File: config.mk
export PLATFORM = sky130hd
export DESIGN_NAME = instruction_fetch_unit
export DESIGN_NICKNAME = d
export VERILOG_FILES = /design/src/rtl/fetch_pkg.sv /design/src/rtl/fetch_buffer.sv /design/src/rtl/instruction_fetch_unit.sv
export SDC_FILE = /design/constraint.sdc
export NUM_CORES = 1
export LEC_CHECK = 0
export BUFFER_PORTS_ARGS = -buffer_cell sky130_fd_sc_hd__buf_2
export CORE_MARGIN = 2
export CORE_UTILIZATION = 50
export CTS_BUF_LIST = sky130_fd_sc_hd__clkbuf_8
export CTS_CLUSTER_SIZE = 14
export DETAILED_ROUTE_END_ITERATION = 10
export PLACE_DENSITY = 0.82
export SKIP_LAST_GASP = 1
export SLEW_MARGIN = 20
export SYNTH_ARGS = -nofsm -noshare
export SYNTH_HDL_FRONTEND = slang
export SYNTH_SLANG_ARGS = --single-unit
File: constraint.sdc
create_clock -name CLK -period 2.1 [get_ports CLK]
set_input_delay 0.105 -clock CLK [delete_from_list [all_inputs] [get_ports CLK]]
set_output_delay 0.105 -clock CLK [all_outputs]
set_load 0.005 [all_outputs]
File: src/rtl/fetch_pkg.sv
// rtl/fetch_pkg.sv - shared FSM encoding and PC constants for the instruction fetch unit
package fetch_pkg;

    typedef enum logic [1:0] {
        IDLE    = 2'd0,
        WAIT    = 2'd1,
        DISCARD = 2'd2
    } fetch_state_e;

    localparam logic [15:0] PC_STEP          = 16'd2;
    localparam logic [15:0] DEFAULT_RESET_PC = 16'h0000;

    // 16-bit add wraps 16'hFFFE to 16'h0000 on its own
    function automatic logic [15:0] next_pc(input logic [15:0] pc);
        return pc + PC_STEP;
    endfunction

endpackage

File: src/rtl/fetch_buffer.sv
// rtl/fetch_buffer.sv - synchronous FIFO holding {address, word} prefetch entries
module fetch_buffer #(
    parameter int DEPTH = 2,
    parameter int WIDTH = 32
) (
    input  logic                         clk,
    input  logic                         reset,
    input  logic                         push_i,
    input  logic                         pop_i,
    input  logic                         flush_i,
    input  logic [WIDTH-1:0]             wdata_i,
    output logic [WIDTH-1:0]             rdata_o,
    output logic [$clog2(DEPTH+1)-1:0]   count_o
);

    localparam int PTR_W = (DEPTH > 1) ? $clog2(DEPTH) : 1;
    localparam int CNT_W = $clog2(DEPTH + 1);

    logic [WIDTH-1:0] mem_q [DEPTH];
    logic [WIDTH-1:0] mem_d [DEPTH];
    logic [PTR_W-1:0] wr_ptr_q, wr_ptr_d;
    logic [PTR_W-1:0] rd_ptr_q, rd_ptr_d;
    logic [CNT_W-1:0] count_q, count_d;

    function automatic logic [PTR_W-1:0] ptr_inc(input logic [PTR_W-1:0] p);
        return (p == PTR_W'(DEPTH - 1)) ? '0 : p + 1'b1;
    endfunction

    always_comb begin
        mem_d    = mem_q;
        wr_ptr_d = wr_ptr_q;
        rd_ptr_d = rd_ptr_q;
        count_d  = count_q;
        if (flush_i) begin
            wr_ptr_d = '0;
            rd_ptr_d = '0;
            count_d  = '0;
        end else begin
            if (push_i) begin
                mem_d[wr_ptr_q] = wdata_i;
                wr_ptr_d        = ptr_inc(wr_ptr_q);
            end
            if (pop_i) begin
                rd_ptr_d = ptr_inc(rd_ptr_q);
            end
            case ({push_i, pop_i})
                2'b10:   count_d = count_q + 1'b1;
                2'b01:   count_d = count_q - 1'b1;
                default: count_d = count_q;
            endcase
        end
    end

    always_ff @(posedge clk) begin
        if (reset) begin
            for (int i = 0; i < DEPTH; i++) begin
                mem_q[i] <= '0;
            end
            wr_ptr_q <= '0;
            rd_ptr_q <= '0;
            count_q  <= '0;
        end else begin
            mem_q    <= mem_d;
            wr_ptr_q <= wr_ptr_d;
            rd_ptr_q <= rd_ptr_d;
            count_q  <= count_d;
        end
    end

    assign rdata_o = mem_q[rd_ptr_q];
    assign count_o = count_q;

endmodule

File: src/rtl/instruction_fetch_unit.sv
// rtl/instruction_fetch_unit.sv - fetch FSM, PC and IR delivery; FETCH_MISALIGN_TRAP_EN adds a misaligned-redirect trap
module instruction_fetch_unit
    import fetch_pkg::*;
#(
    parameter int          DEPTH    = 2,
    parameter logic [15:0] RESET_PC = DEFAULT_RESET_PC
) (
    input  logic        CLK,
    input  logic        Reset,
    input  logic        input_Fetch_En,
    input  logic        input_Fetch_Next,
    input  logic        input_PC_Load,
    input  logic [15:0] input_PC_Value,
    input  logic [15:0] input_Mem_Data,
    input  logic        input_Mem_Valid,
    output logic        Output_Mem_Req,
    output logic [15:0] Output_Mem_Addr,
    output logic [15:0] Output_IR_Instru,
    output logic        Output_IR_Write,
    output logic [15:0] Output_Fetch_PC,
`ifdef FETCH_MISALIGN_TRAP_EN
    output logic        Output_Fetch_Misalign,
`endif
    output logic        Output_Fetch_Ready
);

    localparam int CNT_W = $clog2(DEPTH + 1);

    fetch_state_e     state_q, state_d;
    logic [15:0]      pc_q, pc_d;
    logic [15:0]      mem_addr_q, mem_addr_d;
    logic             ir_write_q, ir_write_d;
    logic [15:0]      ir_instru_q, ir_instru_d;
    logic [15:0]      ir_pc_q, ir_pc_d;

    logic             buf_push, buf_pop, buf_flush;
    logic [31:0]      buf_rdata;
    logic [CNT_W-1:0] buf_count;
    logic [15:0]      load_pc;
    logic             trap_block;

`ifdef FETCH_MISALIGN_TRAP_EN
    logic misalign_q, misalign_d;

    always_comb begin
        misalign_d = misalign_q;
        if (input_PC_Load) begin
            misalign_d = input_PC_Value[0];
        end
    end

    always_ff @(posedge CLK) begin
        if (Reset) misalign_q <= 1'b0;
        else       misalign_q <= misalign_d;
    end

    assign load_pc               = input_PC_Value;
    assign trap_block            = misalign_q;
    assign Output_Fetch_Misalign = misalign_q;
`else
    assign load_pc    = input_PC_Value & ~16'h0001;
    assign trap_block = 1'b0;
`endif

    fetch_buffer #(.DEPTH(DEPTH), .WIDTH(32)) u_buffer (
        .clk     (CLK),
        .reset   (Reset),
        .push_i  (buf_push),
        .pop_i   (buf_pop),
        .flush_i (buf_flush),
        .wdata_i ({mem_addr_q, input_Mem_Data}),
        .rdata_o (buf_rdata),
        .count_o (buf_count)
    );

    always_comb begin
        state_d     = state_q;
        pc_d        = pc_q;
        mem_addr_d  = mem_addr_q;
        ir_write_d  = 1'b0;
        ir_instru_d = ir_instru_q;
        ir_pc_d     = ir_pc_q;
        buf_push    = 1'b0;
        buf_pop     = 1'b0;
        buf_flush   = 1'b0;

        if (!input_PC_Load && input_Fetch_Next && (buf_count != '0)) begin
            buf_pop     = 1'b1;
            ir_write_d  = 1'b1;
            ir_instru_d = buf_rdata[15:0];
            ir_pc_d     = buf_rdata[31:16];
        end

        case (state_q)
            IDLE: begin
                // buffer count already includes nothing outstanding while idle
                if (input_Fetch_En && !input_PC_Load && !trap_block &&
                    (buf_count < CNT_W'(DEPTH))) begin
                    state_d    = WAIT;
                    mem_addr_d = pc_q;
                end
            end
            WAIT: begin
                if (input_Mem_Valid) begin
                    if (!input_PC_Load) begin
                        buf_push = 1'b1;
                        pc_d     = next_pc(pc_q);
                    end
                    state_d = IDLE;
                end else if (input_PC_Load) begin
                    state_d = DISCARD;
                end
            end
            DISCARD: begin
                if (input_Mem_Valid) begin
                    state_d = IDLE;
                end
            end
            default: state_d = IDLE;
        endcase

        if (input_PC_Load) begin
            buf_flush = 1'b1;
            pc_d      = load_pc;
        end
    end

    always_ff @(posedge CLK) begin
        if (Reset) begin
            state_q     <= IDLE;
            pc_q        <= RESET_PC;
            mem_addr_q  <= RESET_PC;
            ir_write_q  <= 1'b0;
            ir_instru_q <= 16'h0000;
            ir_pc_q     <= 16'h0000;
        end else begin
            state_q     <= state_d;
            pc_q        <= pc_d;
            mem_addr_q  <= mem_addr_d;
            ir_write_q  <= ir_write_d;
            ir_instru_q <= ir_instru_d;
            ir_pc_q     <= ir_pc_d;
        end
    end

    assign Output_Mem_Req     = (state_q != IDLE);
    assign Output_Mem_Addr    = mem_addr_q;
    assign Output_IR_Write    = ir_write_q;
    assign Output_IR_Instru   = ir_instru_q;
    assign Output_Fetch_PC    = ir_pc_q;
    assign Output_Fetch_Ready = (buf_count != '0);

endmodule
==> results of run 1 <==
## report_power, final
group          switching [mW]  leakage [nW]  internal (mW)
clock network           0.952         0.233           1.46
registers              0.0510          1.05           2.50
logic                   0.192          1.13          0.144
total                    1.19          2.41           4.10
## cell families (layout without fill, tap and decap cells)
group | count (synthesis) | after routing
compound gates | 252 | 252
xor+xnor | 6 | 6
fa+ha+maj | 2 | 2
buf+inv | 79 | 169
flops | 130 | 130
mux | 33 | 33
other cells | 1 | 2
simple gates | 170 | 170
## metrics by stage
step	setup WS (ns)	hold slack (ns)	total power, mW	cells	util, %
after floorplan	0.230	0.182	2.77	674	-
after global placement	0.362	0.368	2.87	841	56.1
after detailed placement	0.236	0.377	2.88	841	56.1
after CTS	0.214	0.0138	5.30	904	63.1
after global routing	0.0243	0.0312	5.46	904	63.1
final	0.131	0.0490	5.30	904	63.1
## state kept, by name, summed over array words and instances (netlist names)
name / flops
pc_q: 15
Output_Mem_Addr: 15
u_buffer.wr_ptr_q: 1
Output_Fetch_PC: 15
state_q: 2
Output_IR_Write: 1
u_buffer.rd_ptr_q: 1
Output_IR_Instru: 16
u_buffer.count_o: 2
u_buffer.mem_q: 62
## cell type report
type                            count  area (um^2)  share of cell area, %
Multi-Input combinational cell    465         2780                   40.1
Clock buffer                       19          262                   3.77
Timing Repair Buffer              130          893                   12.9
Inverter                            7         26.3                  0.379
Sequential cell                   130         2610                   37.6
Clock inverter                     13          193                   2.78
Tap cell                          140          175                   2.53
## routing by layer
layer	vias to the layer above	global-route usage, %	share of wire (%)
li1	2618	-	-
met1	2559	30.6	42
met2	222	39.9	48
met3	33	6.83	6.9
met4	0	9.50	2.6
met5	-	0	0
## path summary, 6_finish.rpt
path / slack, ns / end / cells past startpoint / from
setup / recovery: 0.13 / pc_q[11] / 4 / pc_q[1]
hold / removal: 0.05 / pc_q[13] / 3 / input_PC_Value[13]
setup reg to reg: 0.13 / pc_q[11] / 4 / pc_q[1]
hold reg to reg: 0.47 / Output_IR_Instru[0] / 2 / Output_IR_Instru[0]
## what timing repair did
item / 4_1_cts / 5_1_grt
endpoints found under the hold margin: 47 / 0
hold buffers: 31 / 0
resized for setup: 0 / 0
## Yosys cell counts, types with 3 or more instances
cell type / number / area, um^2
xor2_1: 3 / 26.3
nand3_1: 80 / 400
nor2b_1: 6 / 37.5
xnor2_1: 3 / 26.3
or3_1: 34 / 213
o21ai_0: 112 / 561
nand2_1: 6 / 22.5
a2111oi_1: 4 / 40.0
dfxtp_1: 130 / 2600
o41a_1: 6 / 67.6
clkbuf_1: 43 / 161
nor2_1: 20 / 75.1
buf_1: 6 / 22.5
inv_1: 5 / 18.8
nor4_1: 7 / 43.8
mux2i_1: 32 / 320
buf_2: 20 / 100
o31a_1: 3 / 26.3
a211oi_1: 5 / 37.5
o21ai_1: 3 / 15.0
buf_4: 3 / 22.5
a21oi_1: 110 / 551
## cell usage in the layout (no fill, tap or decap), drive strengths merged, types with 5 or more instances in the layout
master and count:
a211oi 5, a21oi 110, buf 99, bufinv 5, clkbuf 19, dfxtp 130
dlygate4sd3 31, inv 10, mux2i 32, nand2 6, nand3 80, nor2 20
nor2b 6, nor4 7, o21ai 115, o41a 6, or3 34
## critical path, delay by kind of cell, from the launching register on
kind / cells / cell delay [ns]
DFF: 1 / 0.47
adders and majority gates: 1 / 0.23
AOI/OAI and AO/OA: 2 / 0.83
and+or+nand+nor: 1 / 0.39
==> results.toml, run 1 <==
[status]
status = "completed"

[logic_synthesis]
synth_edf_count = 0
synth_top_family_by_area = "compound AO/OA/AOI/OAI gates"
synth_top_flop_cell = "dfxtp_1"
synth_cell_types = 46
synth-compound-area-share_pct = 24.2
synth_area_um2 = 5700
synth.avg_cell_area_um2 = 8.46
yosysSeqAreaShare_pct = 45.7
synth.area.mux_share_pct = 5.82
yosys_warnings = 0
synthArstFlopShare_pct = 0
synth_fa_ha_area_share_pct = 0.439
synth_xor_area_share_pct = 0.922
yosys.area_share.simple_pct = 17.0
synthesis.instances = 673
ys_ff_latch = 130

[placed_design]
gp_congestion = 0.869
dpl-instance-area_um2 = 6170
io_buffers = 85
hpwl_um = 8990

[cts]
path_clk_slew_ns = 0.07
htreeDepth = 4
cts-root-buf = "clkbuf_8"
cts_tree = "yes"
numCtsBuffers = 17
cts.sinks = 130
clockBufferDepth = 2
clk_latency_ns = 0.44
cts_setup_buffers = 0

[global_routing]
grt_max_degree = 94
track_usage_pct = 24.4
antenna_found_initial = 0
grt_pass1_vias = 5209
grt_pass1_wl_um = 24800
overflow = 0

[sta]
min_period_ns = 1.97
slew_viol_final = 0
rsz0062_at_grt = "false"
setup_viol = 0
fin_worst_skew_ns = 0.0108
finalHoldViolCount = 0
max_slew_margin_pct = 45.9
tightest_slew_ns = 0.809
fmax_mhz = 508
fin_setup_tns_ns = 0
min_period_over_period_pct = 93.8

[die]
dieArea_um2 = 12300
rows = 38
die_y_um = 111
ios = 89
fp.dieW_um = 111
start_util_pct = 51.9
core_um2 = 11000

[layout]
area_growth_pct = 21.7
diodes = 0
drive_gt1_share_pct = 18.6
stdcell_area_um2 = 6930
nets = 791
fillers = 888

[route]
drtPass1Iterations = 6
post_drt_via_cell_ratio = 6.01
routed_wl_um = 15200
first_iter_violations = 502
ant_nets = 0
drc = 0
post_drt_wl_per_cell_um = 16.8
vias = 5432

[setup_path]
start_kind = "register"
cp.arrival_ns = 2.35
worstPathRequired_ns = 2.49
critical-path-max-stage-delay_ns = 0.56
crit_chain = "ha_1 -> nand4b_1 -> o41ai_1 -> o221a_2"
worst-setup-path-type = "register to register"
cp-end-kind = "register"
path_max_fanout = 11
slowest_stage = "o41ai_1"

[pwr]
ir_drop_mv = 0.393
power_density_nw_per_um2 = 764
power.leakage_nw = 2.41

[worst_hold_path]
hp-class = "input port to register"

[job]
maxCapViolCount = 0
No activity file was read; power rests on OpenSTA's default activity.
==> run 2: changes to the inputs <==
CAP_MARGIN = 20   (was not set)
PLACE_DENSITY = 0.79   (was 0.82)
==> run 2 against run 1 <==
- global-route usage fell by 0.14 points
- first-iteration DRC count rose by 2.8%
- clock skew rose by 0.0011 ns
- critical path depth did not move
- final area rose by 0.16%
- total power fell by 0.25%
- sequential cell count did not move
- hold slack improved by 0.0046 ns
- sequential share of layout area fell by 0.061 points
- die area did not move
- clock power barely moved
- clock-buffer cell count fell by 2
- largest power group unchanged
- highest routed layer unchanged
==> results.toml, run 2 (synthesis gave the netlist of run 1 again) <==
[pwr]
swShare_pct = 23.4
comb_power_share_pct = 6.4
switching_power_mw = 1.24
internal-power_mw = 4.05
power.leakage_nw = 2.41
power_density_nw_per_um2 = 761
p_seq_share_pct = 48.2
ir_drop_mv = 0.319
total_power_mw = 5.28
p_clk_share_pct = 45.4

[job]
maxCapViolCount = 0

[setup_path]
cp.arrival_ns = 2.27
r2r_start = "pc_q[1]"
rr_worst_depth = 4
cp-end-kind = "register"
crit_chain = "ha_1 -> nand4b_1 -> or3_1 -> a311oi_1"
crit_family = "simple AND/OR/NAND/NOR gates"
path_max_fanout = 11
slowest_stage = "or3_1"
worstReg2RegEnd = "pc_q[5]"
critPathBufInv = 0
r2r_slack_ns = 0.19
start_kind = "register"
critical-path-max-stage-delay_ns = 0.47
worstPathRequired_ns = 2.47
worst-setup-path-type = "register to register"
startpoint = "pc_q[1]"

[cts]
cts_setup_buffers = 0
htreeDepth = 4
cts_resized = 0
clockBufferDepth = 2
cts_tree = "yes"
cts-root-buf = "clkbuf_8"
path_clk_slew_ns = 0.08
cts.sinks = 130
numCtsBuffers = 17
clk_latency_ns = 0.45

[global_routing]
track_usage_pct = 24.3
grt_pass1_vias = 5147
overflow = 0
grt_pass1_wl_um = 24700
grt_max_degree = 104
antenna_found_initial = 0

[sta]
hold_ws_ns = 0.0535
fin_setup_tns_ns = 0
min_period_ns = 1.91
tightest_slew_ns = 0.753
fmax_mhz = 524
slew_viol_final = 0
setup_viol = 0
fin_worst_skew_ns = 0.0118
rsz0062_at_grt = "false"
max_slew_margin_pct = 49.6
finalHoldViolCount = 0
min_period_over_period_pct = 90.8

[layout]
area_growth_pct = 21.9
layout_commonest_cell = "dfxtp_1"
drive_gt1_share_pct = 19.1
nets = 796
final_cell_mix = "128 x dfxtp_1, 112 x o21ai_0, 110 x a21oi_1"
regMostFlops = "u_buffer.mem_q"
largest_register_ff_count = 62
diodes = 0

[route]
routed_wl_um = 14700
ant_nets = 0
drtPass1Iterations = 6
post_drt_wl_per_cell_um = 16.2
vias = 5391
first_iter_violations = 516
drc = 0
post_drt_via_cell_ratio = 5.94

[status]
status = "completed"

[die]
die_y_um = 111
ios = 89
start_util_pct = 51.9
core_um2 = 11000
dieArea_um2 = 12300
fp.dieW_um = 111
rows = 38

[placed_design]
gp_congestion = 0.827
hpwl_um = 8910
io_buffers = 85

[worst_hold_path]
hp-start = "input_PC_Value[13]"
hold_end = "pc_q[13]"
hp-class = "input port to register"
hold_depth = 3
[run 2: cell count changes in the layout (fill, tap and decap cells not counted), sizes merged]
cell         before  now
clkinv            2    3
inv              10    8
clkinvlp          3    5
dlygate4sd3      31   33
buf              99  102
clkbuf           19   17
[run 2: timing repair]
action                     4_1_cts  5_1_grt
hold buffers                    33        0
setup endpoints to repair        0        0
hold endpoints to repair        51        0
[run 2: worst min-delay path: cells and delay by family]
family,cells,cell delay (ns)
buffers and inverters,1,0.09
AO/OA/AOI/OAI,2,0.26
[run 2: routing by layer]
| layer | GRT usage [%] | wire length, um | up-vias |
|---|---|---|---|
| met1 | 31.4 | 6360 | 2526 |
| met4 | 10.8 | 396 | 0 |
| met2 | 37.9 | 6930 | 213 |
| met5 | 0 | 0 | - |
| li1 | - | - | 2616 |
| met3 | 6.78 | 1050 | 36 |
[run 2: layout make-up]
cell class              instances  area [um^2]
clock buffers                  17          234
clock inverters                14          214
fillers                       916         4040
inverters                       7         26.3
multi-input cells             465         2780
flip-flops and latches        130         2610
well taps                     140          175
repair buffers                135          911
[run 2: worst max path at each step]
| stage | cells after the start | slack (ns) | end |
|---|---|---|---|
| floorplan | 7 | 0.23 | u_buffer.count_o[1] |
| global placement | 4 | 0.31 | pc_q[13] |
| detailed placement | 4 | 0.23 | pc_q[5] |
| CTS | 4 | 0.20 | pc_q[5] |
| global route | 4 | 0.03 | pc_q[5] |
| finish | 4 | 0.19 | pc_q[5] |
[run 2: stage by stage]
stage                     cells  setup slack (ns)  util [%]  area (um^2)
after floorplan             674             0.230         -         5700
after global placement      844             0.313      56.1         6160
after detailed placement    844             0.226      56.1         6160
after CTS                   908             0.205      63.2         6940
after global routing        908            0.0334      63.2         6940
final                       908             0.193      63.2         6940
[run 2: power by group through the flow]
stage	registers [mW]	clock network (mW)	logic (mW)
6_report	2.55	2.40	0.338
5_1_grt	2.55	2.52	0.369
4_1_cts	2.54	2.42	0.330
3_5_place_dp	2.60	0	0.279
3_3_place_gp	2.60	0	0.271
2_1_floorplan	2.59	0	0.183
